$ cat src/rtl/pulse_cmd_parser.sv
// Command-frame decoder for the pulse generator: builds staged timing values
// from UART bytes and publishes them all at once on commit, answering ACK/NAK.
module pulse_cmd_parser #(
  parameter int unsigned TIMEOUT_CYCLES = 1200000,
  parameter logic [7:0]  ACK_BYTE       = 8'h06,
  parameter logic [7:0]  NAK_BYTE       = 8'h15
) (
  input  logic        clk,
  input  logic        resetn,
  input  logic [7:0]  rx_data,
  input  logic        rx_valid,
  output logic [7:0]  tx_data,
  output logic        tx_valid,
  input  logic        tx_ready,
  output logic [31:0] period,
  output logic [15:0] p1width,
  output logic [15:0] delay,
  output logic [15:0] p2width,
  output logic [15:0] nut_del,
  output logic [7:0]  nut_wid,
  output logic [7:0]  pulse_block,
  output logic [15:0] pulse_block_off,
  output logic [7:0]  cpmg,
  output logic        block,
  output logic        rx_done,
  output logic        cmd_err
);

  localparam int TW = $clog2(TIMEOUT_CYCLES + 1);

  localparam logic [31:0] D_PERIOD  = 32'h0001_0000;
  localparam logic [15:0] D_P1WIDTH = 16'd30;
  localparam logic [15:0] D_DELAY   = 16'd200;
  localparam logic [15:0] D_P2WIDTH = 16'd60;
  localparam logic [15:0] D_NUT_DEL = 16'd100;
  localparam logic [7:0]  D_NUT_WID = 8'd100;
  localparam logic [7:0]  D_PBLOCK  = 8'd50;
  localparam logic [15:0] D_PB_OFF  = 16'd100;
  localparam logic [7:0]  D_CPMG    = 8'd4;
  localparam logic        D_BLOCK   = 1'b1;

  typedef enum logic [1:0] {S_IDLE, S_DATA, S_EXEC} state_t;

  state_t          state;
  logic [7:0]      opcode;
  logic [2:0]      remaining;
  logic [23:0]     shift;
  logic [TW-1:0]   tmo_cnt;

  logic [31:0] sh_period;
  logic [15:0] sh_p1width, sh_delay, sh_p2width, sh_nut_del, sh_pb_off;
  logic [7:0]  sh_nut_wid, sh_pblock, sh_cpmg;
  logic        sh_block;

  logic        exec_go;
  logic [7:0]  exec_op;
  logic [31:0] exec_val;

  function automatic logic [2:0] op_len(input logic [7:0] op);
    case (op)
      8'h01:                      op_len = 3'd4;
      8'h02, 8'h03, 8'h04, 8'h05,
      8'h08:                      op_len = 3'd2;
      8'h06, 8'h07, 8'h09, 8'h0A: op_len = 3'd1;
      default:                    op_len = 3'd0;
    endcase
  endfunction

  function automatic logic op_known(input logic [7:0] op);
    op_known = (op >= 8'h01 && op <= 8'h0A) || op == 8'h10 || op == 8'h11;
  endfunction

  // The frame's action is applied on the edge that enters EXEC, so the EXEC
  // cycle already shows the result (one-cycle latency from the last byte).
  always_comb begin
    exec_go  = 1'b0;
    exec_op  = rx_data;
    exec_val = {shift, rx_data};
    if (rx_valid) begin
      if (state == S_DATA) begin
        exec_op = opcode;
        exec_go = (remaining == 3'd1);
      end else begin
        exec_go = op_known(rx_data) && (op_len(rx_data) == 3'd0);
      end
    end
  end

  always_ff @(posedge clk) begin
    if (!resetn) begin
      state      <= S_IDLE;
      opcode     <= 8'h00;
      remaining  <= 3'd0;
      shift      <= 24'h0;
      tmo_cnt    <= '0;
      tx_data    <= 8'h00;
      tx_valid   <= 1'b0;
      rx_done    <= 1'b0;
      cmd_err    <= 1'b0;
      sh_period  <= D_PERIOD;   period          <= D_PERIOD;
      sh_p1width <= D_P1WIDTH;  p1width         <= D_P1WIDTH;
      sh_delay   <= D_DELAY;    delay           <= D_DELAY;
      sh_p2width <= D_P2WIDTH;  p2width         <= D_P2WIDTH;
      sh_nut_del <= D_NUT_DEL;  nut_del         <= D_NUT_DEL;
      sh_nut_wid <= D_NUT_WID;  nut_wid         <= D_NUT_WID;
      sh_pblock  <= D_PBLOCK;   pulse_block     <= D_PBLOCK;
      sh_pb_off  <= D_PB_OFF;   pulse_block_off <= D_PB_OFF;
      sh_cpmg    <= D_CPMG;     cpmg            <= D_CPMG;
      sh_block   <= D_BLOCK;    block           <= D_BLOCK;
    end else begin
      rx_done <= 1'b0;
      cmd_err <= 1'b0;
      if (tx_valid && tx_ready) tx_valid <= 1'b0;

      case (state)
        S_IDLE, S_EXEC: begin
          state   <= S_IDLE;
          tmo_cnt <= '0;
          if (rx_valid) begin
            if (!op_known(rx_data)) begin
              cmd_err  <= 1'b1;
              tx_valid <= 1'b1;
              tx_data  <= NAK_BYTE;
            end else if (op_len(rx_data) != 3'd0) begin
              opcode    <= rx_data;
              remaining <= op_len(rx_data);
              shift     <= 24'h0;
              state     <= S_DATA;
            end else begin
              state <= S_EXEC;
            end
          end
        end
        S_DATA: begin
          if (rx_valid) begin
            shift     <= exec_val[23:0];
            remaining <= remaining - 3'd1;
            tmo_cnt   <= '0;
            if (remaining == 3'd1) state <= S_EXEC;
          end else if (tmo_cnt == TW'(TIMEOUT_CYCLES)) begin
            tmo_cnt  <= '0;
            cmd_err  <= 1'b1;
            tx_valid <= 1'b1;
            tx_data  <= NAK_BYTE;
            state    <= S_IDLE;
          end else begin
            tmo_cnt <= tmo_cnt + TW'(1);
          end
        end
        default: state <= S_IDLE;
      endcase

      if (exec_go) begin
        case (exec_op)
          8'h01: sh_period  <= exec_val;
          8'h02: sh_p1width <= exec_val[15:0];
          8'h03: sh_delay   <= exec_val[15:0];
          8'h04: sh_p2width <= exec_val[15:0];
          8'h05: sh_nut_del <= exec_val[15:0];
          8'h06: sh_nut_wid <= exec_val[7:0];
          8'h07: sh_pblock  <= exec_val[7:0];
          8'h08: sh_pb_off  <= exec_val[15:0];
          8'h09: sh_cpmg    <= exec_val[7:0];
          8'h0A: sh_block   <= exec_val[0];
          8'h10: begin
            period          <= sh_period;
            p1width         <= sh_p1width;
            delay           <= sh_delay;
            p2width         <= sh_p2width;
            nut_del         <= sh_nut_del;
            nut_wid         <= sh_nut_wid;
            pulse_block     <= sh_pblock;
            pulse_block_off <= sh_pb_off;
            cpmg            <= sh_cpmg;
            block           <= sh_block;
            rx_done         <= 1'b1;
            tx_valid        <= 1'b1;
            tx_data         <= ACK_BYTE;
          end
          8'h11: begin
            sh_period  <= D_PERIOD;
            sh_p1width <= D_P1WIDTH;
            sh_delay   <= D_DELAY;
            sh_p2width <= D_P2WIDTH;
            sh_nut_del <= D_NUT_DEL;
            sh_nut_wid <= D_NUT_WID;
            sh_pblock  <= D_PBLOCK;
            sh_pb_off  <= D_PB_OFF;
            sh_cpmg    <= D_CPMG;
            sh_block   <= D_BLOCK;
            tx_valid   <= 1'b1;
            tx_data    <= ACK_BYTE;
          end
          default: ;
        endcase
      end
    end
  end

endmodule

$ cat config.mk
export PLATFORM = sky130hd
export DESIGN_NAME = pulse_cmd_parser
export DESIGN_NICKNAME = d
export VERILOG_FILES = /design/src/rtl/pulse_cmd_parser.sv
export SDC_FILE = /design/constraint.sdc
export NUM_CORES = 1
export LEC_CHECK = 0
export ABC_AREA = 0
export CORE_UTILIZATION = 56
export CTS_CLUSTER_DIAMETER = 30
export DETAILED_ROUTE_END_ITERATION = 8
export PLACE_DENSITY_LB_ADDON = 0.08
export SLEW_MARGIN = 0
export SYNTH_ARGS = -nofsm -noshare
export SYNTH_HDL_FRONTEND = slang
export SYNTH_SLANG_ARGS = --single-unit
$ cat constraint.sdc
create_clock -name clk -period 3.65 [get_ports clk]
set_input_delay 0.73 -clock clk [delete_from_list [all_inputs] [get_ports clk]]
set_output_delay 0.73 -clock clk [all_outputs]
set_load 0.01 [all_outputs]
==> flow_metrics.env, run 1 <==
export IMPL_power_total_mw=9.90
export IMPL_fp_dieW_um=157
export IMPL_cts_sink_count=343
export IMPL_post_route_period_util_pct=81.4
export IMPL_drv_cap=0
export IMPL_grt_pass1_vias=9924
export IMPL_tightest_slew_ns=0.930
export IMPL_dr_wl_met3_um=1700
export IMPL_htree_levels=2
export IMPL_vias=10200
export IMPL_area_delta_synth_final_pct=30.6
export IMPL_drive_above_1_share_pct=10.9
export IMPL_r2r_cells=6
export IMPL_hold_path_depth=2
export IMPL_cts_hold_buf=0
export IMPL_syn_inst=1348
export IMPL_powerDensity_nw_per_um2=563
export IMPL_p_leak_nw=7.77
export IMPL_maxSlewHeadroom_pct=37.4
export IMPL_cts_tree="yes"
export IMPL_synth_cell_types=58
export IMPL_clk_latency_ns=0.58
export IMPL_arrival_ns=3.45
export IMPL_r2r_setup_slack_ns=0.95
export IMPL_yosysSeqAreaShare_pct=51.0
export IMPL_rows=56
export IMPL_async_flop_share_pct=0
export IMPL_fillerInstances=1725
export IMPL_track_usage_pct=26.3
export IMPL_clock_root_buffer="clkbuf_16"
export IMPL_numCtsBuffers=60
export IMPL_hold_start="p1width[14]"
export IMPL_initial_utilization_pct=57.2
export IMPL_synth_top_area_share_pct=51.0
export IMPL_drtPass1Iterations=4
export IMPL_avgViaCountPerCell=5.42
export IMPL_synth_cell_area_um2=13500
export IMPL_drt_wirelength_per_cell_um=17.0
export IMPL_reg2reg_from="state[1]"
export IMPL_fin_crit_ns=2.97
export IMPL_status="finished clean"
export IMPL_finalHoldViolations=0
export IMPL_io_pins=160
export IMPL_layout_commonest_cell="dfxtp_1"
export IMPL_syn_nets=1369
export IMPL_grt_max_degree=122
export IMPL_synth_warnings=0
export IMPL_ys_ff_latch=343
export IMPL_startpoint_type="input port"
export IMPL_ant_nets=0
export IMPL_clkSlewWorstSetupHoldPaths_ns=0.05
export IMPL_crit_type="input port to flip-flop"
export IMPL_grt_ovfl_total=0
export IMPL_hpwl_um=19900
export IMPL_grt_first_pass_wirelength_um=51300
export IMPL_antenna_found_initial=0
export IMPL_ir_drop_mv=0.473
export IMPL_yosys_top_cells_area="dfxtp_1 51%, mux2i_1 21%, nand2_1 7.9%, nor2_1 2.4%, nand3_1 1.9%"
export IMPL_finalMaxSlewViolations=0
export IMPL_gp_congestion=0.901
export IMPL_tns_ns=0
export IMPL_hold_end="p1width[14]"
export IMPL_die_y_um=157
export IMPL_crit_fanout=32
export IMPL_cts_path_max_buffers=3
export IMPL_cts_resized=0
export IMPL_synth_ff_type="dfxtp_1"
export IMPL_post_cts_buffers=0
export IMPL_clock_fmax_mhz=336
export IMPL_nets=1542
export IMPL_synth_edff_count=0
export IMPL_remaining_drc_errors=0
export IMPL_end_kind="flip-flop"
export IMPL_syn_avg_cell_area_um2=9.99
export IMPL_crit_required_ns=4.13
export IMPL_fin_area_um2=17600
export IMPL_m1WireLength_um=14700
export IMPL_placed_area_um2=15400
export IMPL_die_area_um2=24700
export IMPL_drtIter0Drc=545
export IMPL_core_area_um2=23500
export IMPL_routed_top_layer="met4"
export IMPL_n_antenna_cell=0
export IMPL_synth_area_leader_cell="dfxtp_1"
export IMPL_layout_common_cells="343 x dfxtp_1, 285 x nand2_1, 284 x mux2i_1, 158 x clkdlybuf4s50_1, 85 x nor2_1"
export IMPL_drt_wl_total_um=32100
export IMPL_r2r_end="sh_p2width[0]"
export IMPL_clock_skew_ns=0.0174
export IMPL_rsz0062_at_grt="no"
export IMPL_wl_met2_um=15000
export IMPL_setup_viol=0
export IMPL_hp_class="flip-flop to flip-flop"
export IMPL_io_buffer_count=159
[registers in the layout (all words and copies together), names as in the netlist, 16 cells and up]
signal,flops
nut_del,16
tmo_cnt,21
delay,16
p1width,16
sh_nut_del,16
sh_p1width,16
pulse_block_off,16
p2width,16
sh_p2width,16
sh_delay,16
sh_period,32
sh_pb_off,16
shift,24
period,32
[how the worst max path moves through the flow]
stage / from / endpoint / slack, ns / depth (start not counted)
2_1_floorplan: rx_data[1] / sh_p2width[5] / 0.60 / 10
3_3_place_gp: rx_data[5] / sh_period[14] / 0.27 / 7
3_5_place_dp: rx_data[3] / sh_period[13] / 0.18 / 7
4_1_cts: rx_data[3] / sh_period[16] / 0.72 / 7
5_1_grt: rx_valid / sh_p2width[0] / 0.63 / 7
6_report: rx_data[3] / sh_period[16] / 0.68 / 7
[cells by family after synthesis]
| family | count (synthesis) | share of synthesized area (%) |
|---|---|---|
| compound gates | 78 | 5.04 |
| xor+xnor | 22 | 1.43 |
| fa+ha+maj | 9 | 0.836 |
| buf+inv | 105 | 3.81 |
| flops | 343 | 51.0 |
| mux | 286 | 21.3 |
| simple gates | 505 | 16.6 |
[synth_stat cells (all sizes together), types with 3 or more instances]
master	count
a21oi	16
nor4b	4
dfxtp	343
xor2	9
o21ai	9
xnor2	13
a211oi	6
o31a	3
buf	38
nor4	7
nand3	51
a22oi	7
o2111ai	4
nor3	15
ha	9
nor2b	7
a32o	12
clkbuf	54
nand2b	3
inv	13
and4	7
nor3b	3
and3	8
mux2i	284
nand4	17
o211ai	8
nand2	285
nor2	85
[critical path: stages]
cell,delay (ns)
clkdlybuf4s50_1,0.48
or4_4,0.58
or4_4,0.53
a311oi_1,0.31
o211a_2,0.27
buf_12,0.26
mux2i_1,0.28
[metal layers]
layer | GRT usage [%] | vias to the layer above
met5 | 0 | -
met4 | 8.83 | 0
met3 | 4.79 | 58
met2 | 43.0 | 268
met1 | 34.9 | 4908
li1 | - | 5012
[area by class of cell]
type | instances | area (um2) | area share, %
Sequential cell | 343 | 6870 | 39.1
Multi-Input combinational cell | 900 | 6090 | 34.6
Timing Repair Buffer | 203 | 1990 | 11.3
Clock buffer | 72 | 1590 | 9.03
Clock inverter | 41 | 598 | 3.40
Tap cell | 319 | 399 | 2.27
Inverter | 13 | 48.8 | 0.278
[where the power goes]
part / switching (mW) / internal, mW
clock: 1.96 / 3.97
combinational: 0.150 / 0.0621
sequential: 0.00246 / 3.75
total: 2.11 / 7.79
[stage by stage]
| stage | setup slack (ns) | std cells | hold slack, ns | utilization, % |
|---|---|---|---|---|
| final | 0.678 | 1891 | 0.453 | 74.7 |
| after global routing | 0.626 | 1891 | 0.460 | 74.7 |
| after CTS | 0.715 | 1891 | 0.445 | 74.7 |
| after detailed placement | 0.181 | 1778 | 0.450 | 65.4 |
| after global placement | 0.266 | 1778 | 0.447 | 65.4 |
| after floorplan | 0.602 | 1348 | 0.435 | - |
Power figures use the tool's default switching activity.
==> inputs of run 2 (changes only) <==
==> constraint.sdc (replaced) <==
create_clock -name clk -period 2.8 [get_ports clk]
set_input_delay 0.56 -clock clk [delete_from_list [all_inputs] [get_ports clk]]
set_output_delay 0.56 -clock clk [all_outputs]
set_load 0.01 [all_outputs]
==> flow_metrics.env, run 2 (synthesis results as in run 1) <==
export IMPL_ff_latch_area_um2=6870
export IMPL_post_cts_buffers=0
export IMPL_cts_resized=0
export IMPL_cts_path_max_buffers=3
export IMPL_grt_first_pass_wirelength_um=53200
export IMPL_drt_wl_total_um=33200
export IMPL_nets=1612
export IMPL_clock_fmax_mhz=372
export IMPL_finalNonFillerCells=1954
export IMPL_startpoint="rx_data[3]"
export IMPL_power_total_mw=12.6
export IMPL_maxSlewHeadroom_pct=47.5
export IMPL_io_buffer_count=159
export IMPL_hold_start="resetn"
export IMPL_dpl_cell_count=1853
export IMPL_grt_ovfl_total=0
export IMPL_layout_common_cells="343 x dfxtp_1, 285 x nand2_1, 284 x mux2i_1, 158 x clkdlybuf4s50_1, 94 x buf_4"
export IMPL_finalMaxSlewViolations=0
export IMPL_track_usage_pct=27.2
export IMPL_fin_area_um2=18300
export IMPL_layout_commonest_cell="dfxtp_1"
export IMPL_setup_viol=0
export IMPL_crit_type="input port to flip-flop"
export IMPL_rows=56
export IMPL_drtIter0Drc=661
export IMPL_drt_wirelength_per_cell_um=17.0
export IMPL_drv_cap=0
export IMPL_crit_fanout=20
export IMPL_placed_area_um2=16200
export IMPL_area_delta_synth_final_pct=35.9
export IMPL_remaining_drc_errors=0
export IMPL_clk_latency_ns=0.57
export IMPL_finalHoldViolations=0
export IMPL_ir_drop_mv=0.462
export IMPL_fin_crit_ns=2.69
export IMPL_power_frac_seq_pct=38.7
export IMPL_crit_required_ns=3.28
export IMPL_io_pins=160
export IMPL_drtPass1Iterations=5
export IMPL_post_route_period_util_pct=96.1
export IMPL_layout_setup_ws_ns=0.108
export IMPL_p_sw_mw=2.63
export IMPL_ant_nets=0
export IMPL_intPower_mw=10.0
export IMPL_initial_utilization_pct=57.2
export IMPL_avgViaCountPerCell=5.40
export IMPL_die_area_um2=24700
export IMPL_pre_cts_slack_ns=-0.414
export IMPL_arrival_ns=3.17
export IMPL_gp_congestion=0.898
export IMPL_hold_ws_ns=0.405
export IMPL_cts_sink_count=343
export IMPL_clock_root_buffer="clkbuf_16"
export IMPL_reg2reg_from="state[1]"
export IMPL_end_kind="flip-flop"
export IMPL_die_y_um=157
export IMPL_startpoint_type="input port"
export IMPL_p_sw_share_pct=20.8
export IMPL_vias=10500
export IMPL_drive_above_1_share_pct=14.7
export IMPL_critPathMaxStageDelay_ns=0.58
export IMPL_cts_tree="yes"
export IMPL_timing_critical_path_buf_inv=3
export IMPL_powerDensity_nw_per_um2=691
export IMPL_multi_input_area_um2=6100
export IMPL_hp_class="input port to flip-flop"
export IMPL_fp_dieW_um=157
export IMPL_clkSlewWorstSetupHoldPaths_ns=0.06
export IMPL_fillerInstances=1612
export IMPL_core_area_um2=23500
export IMPL_clkPwrFrac_pct=58.7
export IMPL_antenna_found_initial=0
export IMPL_htree_levels=2
export IMPL_reg_top3="period x32, sh_period x32, shift x24"
export IMPL_status="finished clean"
export IMPL_tightest_slew_ns=0.782
export IMPL_numCtsBuffers=55
export IMPL_hpwl_um=21800
export IMPL_postLayoutCoreUtil_pct=77.7
export IMPL_p_leak_nw=8.20
export IMPL_rsz0062_at_grt="no"
export IMPL_crit_path_top_delay_cell="or4_4"
export IMPL_clock_skew_ns=0.0301
export IMPL_combPwrFrac_pct=2.6
export IMPL_path_cells="clkdlybuf4s50_1, or4_4, or4_4, nand4_4, nand4_1, buf_12, buf_12, mux2i_1"
export IMPL_n_antenna_cell=0
export IMPL_grt_pass1_vias=10300
export IMPL_tns_ns=0
export IMPL_grt_max_degree=82
export IMPL_path_delay_family="simple AND/OR/NAND/NOR gates"
export IMPL_cts_hold_buf=0
==> run 2: area by class of cell <==
class | count | area share [%]
well taps | 319 | 2.18
clock buffers | 65 | 8.06
clock inverters | 36 | 3.28
flip-flops and latches | 343 | 37.5
multi-input cells | 900 | 33.3
repair buffers | 278 | 15.3
inverters | 13 | 0.267
==> run 2: per-layer routing <==
metal / vias up / wire length [um] / global-route usage, %
li1: 5147 / - / -
met1: 5062 / 15000 / 35.4
met2: 277 / 15800 / 45.2
met3: 57 / 1650 / 4.98
met4: 0 / 793 / 9.57
met5: - / 0 / 0
==> run 2: power by group through the flow <==
| stage | Sequential (mW) | Clock, mW | Combinational [mW] |
|---|---|---|---|
| 5_1_grt | 4.89 | 7.75 | 0.348 |
| 6_report | 4.90 | 7.41 | 0.327 |
| 2_1_floorplan | 5.00 | 0 | 0.158 |
| 3_5_place_dp | 5.00 | 0 | 0.320 |
| 4_1_cts | 4.89 | 7.51 | 0.323 |
| 3_3_place_gp | 5.00 | 0 | 0.320 |
==> run 2: worst paths after layout <==
check                  endpoint  slack (ns)  depth (start not counted)
hold / removal         shift[1]        0.41                          3
setup reg to reg  sh_nut_del[5]        0.39                          8
setup / recovery      period[2]        0.11                          8
hold reg to reg     p1width[11]        0.45                          2
==> run 2: worst register-to-register path: stages (launching register included) <==
cell	delay, ns
dfxtp_1	0.30
nand3b_1	0.33
buf_4	0.27
nand4_1	0.17
a211oi_2	0.09
buf_4	0.18
buf_12	0.14
nor3_1	0.60
mux2i_1	0.18
==> inputs of run 3 (changes only) <==
--- a/config.mk
+++ b/config.mk
@@ -6,6 +6,7 @@
 export NUM_CORES = 1
 export LEC_CHECK = 0
 export ABC_AREA = 0
+export CAP_MARGIN = 20
 export CORE_UTILIZATION = 56
 export CTS_CLUSTER_DIAMETER = 30
 export DETAILED_ROUTE_END_ITERATION = 8
==> results of run 3 <==
The final DEF is identical to that of run 2; final timing and power are the same.
==> RTL change 1: new RTL, config.mk and constraints of run 3 <==
One comparison of `tmo_cnt` changes from == to >=.
--- a/src/rtl/pulse_cmd_parser.sv
+++ b/src/rtl/pulse_cmd_parser.sv
@@ -139,3 +139,3 @@
             if (remaining == 3'd1) state <= S_EXEC;
-          end else if (tmo_cnt == TW'(TIMEOUT_CYCLES)) begin
+          end else if (tmo_cnt >= TW'(TIMEOUT_CYCLES)) begin
             tmo_cnt  <= '0;
Behaviour: no difference found for any inputs over 4 cycles, from zero or initial values and one cycle with resetn low; that may be too few to reach the edited logic, so the function may still have changed.
==> RTL change 1 against run 3 <==
Setup slack improved by 0.023 ns; cell area decreased by 0.45%; sequential cell count stayed put; synthesized cell count rose by 1.6%; maximum frequency grew 0.85%; critical path depth rose by 1; area after synthesis shrank 0.82%; power decreased by 5.4%; wire length up 4.5%; combinational power shrank 2%; largest cell class unchanged.
==> RTL change 1: results <==
INSERT INTO impl_metrics (metric_group, metric, value, unit) VALUES
('setup_path', 'cp_slowest_stage_delay', '0.54', 'ns'),
('finish', 'final.clkbuf_count', '79', ''),
('hold_path', 'worst_hold_path.num_cells', '2', ''),
('finish', 'area_occupied_by_multi_input_gates', '6050', 'µm²'),
('finish', 'drive_gt1_frac', '0.148', ''),
('route', 'total_length_of_routed_met3_wires', '1540', 'µm'),
('synthesis', 'syn_area_cell', '9.75', 'µm²'),
('grt', 'wire_length_of_the_first_global_routing_pass', '55300', 'µm'),
('timing', 'tightest_hold_margin', '0.325', 'ns'),
('finish', 'final_nets', '1645', ''),
('placed_design', 'dpl_cell_area', '16300', 'µm²'),
('finish', 'area_share_clock_buf_inv', '0.104', ''),
('grt', 'global_router_s_overall_resource_usage', '0.289', ''),
('synthesis', 'seq_area_frac_synth', '0.514', ''),
('route', 'route.detailed.wl_per_inst', '17.5', 'µm'),
('run_status', 'run_status', 'finished clean', ''),
('route', 'dr.first_iter.drc_count', '579', ''),
('setup_path', 'regToRegStartpoint', 'state[0]', ''),
('route', 'via_per_inst', '5.33', ''),
('finish', 'multi_input_area_share', '0.333', ''),
('synthesis', 'synth-compound-area-share', '0.0423', ''),
('route', 'drtPass1Iterations', '7', ''),
('finish', 'num-nonclk-buffers', '286', ''),
('placed_design', 'place_congestion', '0.907', ''),
('setup_path', 'reg2reg_to', 'sh_p2width[5]', '');
[RTL change 1: cell count changes after synthesis, moves of 6 or more]
cell                      change
sky130_fd_sc_hd__a21oi_1     +27
sky130_fd_sc_hd__nand4_1     -10
sky130_fd_sc_hd__and2_1       +6
sky130_fd_sc_hd__a32o_1      -11
sky130_fd_sc_hd__nor2_1      +20
sky130_fd_sc_hd__a22oi_1      -7
sky130_fd_sc_hd__mux2i_1      -8
[RTL change 1: worst max-delay path by stage]
stage | start | end | slack (ns)
floorplan | rx_data[1] | period[16] | 0.02
global placement | rx_data[5] | sh_nut_wid[1] | -0.50
detailed placement | rx_data[5] | sh_nut_wid[6] | -0.51
CTS | rx_data[6] | sh_nut_wid[6] | 0.05
global route | rx_data[5] | sh_period[8] | 0.004
finish | rx_data[6] | sh_period[21] | 0.13
[RTL change 1: layer usage]
metal  track usage  vias up
met2         0.500      260
li1              -     5159
met1         0.364     5124
met3        0.0460       56
met5             0        -
met4         0.101        0
==> RTL change 2: new RTL, flow settings as in run 3 <==
Without the edit above. The parameter `TIMEOUT_CYCLES` goes from 1200000 to 2400000.
--- a/src/rtl/pulse_cmd_parser.sv
+++ b/src/rtl/pulse_cmd_parser.sv
@@ -3,3 +3,3 @@
 module pulse_cmd_parser #(
-  parameter int unsigned TIMEOUT_CYCLES = 1200000,
+  parameter int unsigned TIMEOUT_CYCLES = 2400000,
   parameter logic [7:0]  ACK_BYTE       = 8'h06,
Check against the original RTL: same outputs for any inputs over 4 cycles, from zero or initial values and one cycle with resetn low; that may be too few to reach the edited logic, so the function may still have changed.
==> RTL change 2 against run 3 <==
Sequential cell count rose by 1; setup slack got worse by 0.016 ns; wire length is 4.8% higher; die area decreased by 0.83%; cell count rose by 1.8%; via count is 2.3% higher; critical path type unchanged; count of clock-buffer cells in the layout up 4; area after synthesis decreased by 0.85%; cell area is 0.14% lower; global-route usage is 1.7 points higher; power decreased by 1.9%.
==> RTL change 2: results <==
INSERT INTO impl_metrics (metric_group, metric, value, unit) VALUES
('run_status', 'run_status', 'finished clean', ''),
('synthesis', 'leading_post_synthesis_cells_by_cell_area', 'sky130_fd_sc_hd__dfxtp_1 52%, sky130_fd_sc_hd__mux2i_1 15%, sky130_fd_sc_hd__nand2_1 7.3%, sky130_fd_sc_hd__nor2_1 3.1%, sky130_fd_sc_hd__nand3_1 2.9%', ''),
('timing', 'timing.slew.headroom', '0.608', ''),
('setup_path', 'reg2reg_to', 'period[8]', ''),
('synthesis', 'synthDistinctLibCells', '71', ''),
('setup_path', 'reg2reg_depth', '10', ''),
('grt', 'pin_count_of_the_biggest_net_entering_global_routing', '109', ''),
('grt', 'global_router_s_overall_resource_usage', '0.289', ''),
('hold_path', 'worst_hold_path.num_cells', '2', ''),
('placed_design', 'post-dp-hpwl', '22300', 'µm'),
('pwr', 'max-vdd-ir-drop', '695', 'µV'),
('clocking', 'cts-buffers-inserted', '56', ''),
('finish', 'drive_gt1_frac', '0.155', ''),
('pwr', 'static_leakage_power', '0.00708', 'µW'),
('route', 'num_vias', '10786', ''),
('grt', 'wire_length_of_the_first_global_routing_pass', '55600', 'µm'),
('timing', 'final.setup_skew', '0.0138', 'ns'),
('setup_path', 'worst-r2r-setup-slack', '0.21', 'ns'),
('placed_design', 'place_congestion', '0.900', ''),
('synthesis', 'synth_fp_nets', '1407', '');
## RTL change 2: metrics by stage
step                      total power (µW)  instance area (µm²)  instances  hold WS, ns  worst slack [ns]
final                                12400                18300       1989        0.352            0.0925
after global routing                 12700                18300       1989        0.363           0.00531
after CTS                            12500                18200       1988        0.347           0.00673
after detailed placement              5330                16000       1876        0.437            -0.825
after global placement                5330                16000       1876        0.431            -0.722
after floorplan                       5180                13400       1386        0.434           0.00625
## RTL change 2: worst max-delay path by stage
stage,from,end,slack [ns],depth (start not counted)
final,rx_data[6],period[8],0.09,11
after global routing,rx_data[6],period[5],0.005,11
after CTS,rx_data[5],p1width[5],0.007,11
after detailed placement,rx_data[0],p1width[11],-0.83,12
after global placement,rx_data[0],p1width[14],-0.72,12
after floorplan,rx_data[0],delay[3],0.006,12
## RTL change 2: area by class of cell
| type | instances | area (µm²) |
|---|---|---|
| multi-input cells | 926 | 5950 |
| flip-flops and latches | 344 | 6890 |
| repair buffers | 278 | 2950 |
| clock inverters | 35 | 467 |
| clock buffers | 69 | 1530 |
| well taps | 319 | 399 |
| inverters | 18 | 80.1 |
| fillers | 1589 | 5140 |
## RTL change 2: power groups by stage
stage | sequential (µW) | combinational, µW | clock, µW
floorplan | 5010 | 165 | 0
detailed placement | 5010 | 317 | 0
CTS | 4910 | 325 | 7230
global route | 4910 | 352 | 7460
finish | 4910 | 330 | 7150
global placement | 5010 | 316 | 0
## RTL change 2: layer usage
layer	GRT usage	part of all wire	vias to the layer above
met5	0	0	-
met4	0.0971	0.022	0
met3	0.0446	0.052	64
met2	0.498	0.49	315
met1	0.368	0.44	5175
li1	-	-	5232
## RTL change 2: cells by family after synthesis
logic type               synth area share
AND/OR/NAND/NOR                     0.187
multiplexers                        0.155
adder cells (fa/ha/maj)           0.00844
buffers and inverters              0.0449
AO/OA/AOI/OAI                      0.0756
flip-flops                          0.516
XOR/XNOR                           0.0131
## RTL change 2: critical path, stage by stage
cell,delay (ns)
sky130_fd_sc_hd__clkdlybuf4s50_1,0.44
sky130_fd_sc_hd__or3_4,0.41
sky130_fd_sc_hd__a311oi_4,0.30
sky130_fd_sc_hd__a211oi_4,0.15
sky130_fd_sc_hd__buf_6,0.15
sky130_fd_sc_hd__nor4_4,0.32
sky130_fd_sc_hd__buf_6,0.18
sky130_fd_sc_hd__buf_12,0.11
sky130_fd_sc_hd__bufbuf_16,0.26
sky130_fd_sc_hd__mux2i_1,0.19
sky130_fd_sc_hd__nor2_1,0.06
## RTL change 2: repair_timing
| item | in CTS | in global routing |
|---|---|---|
| pin swaps | 3 | 5 |
| setup buffers | 5 | 1 |
| hold buffers | 0 | 0 |
| endpoints found under the setup margin | 183 | 55 |
| gates resized for setup | 21 | 12 |
| gates cloned | 3 | 0 |
| endpoints found under the hold margin | 0 | 0 |
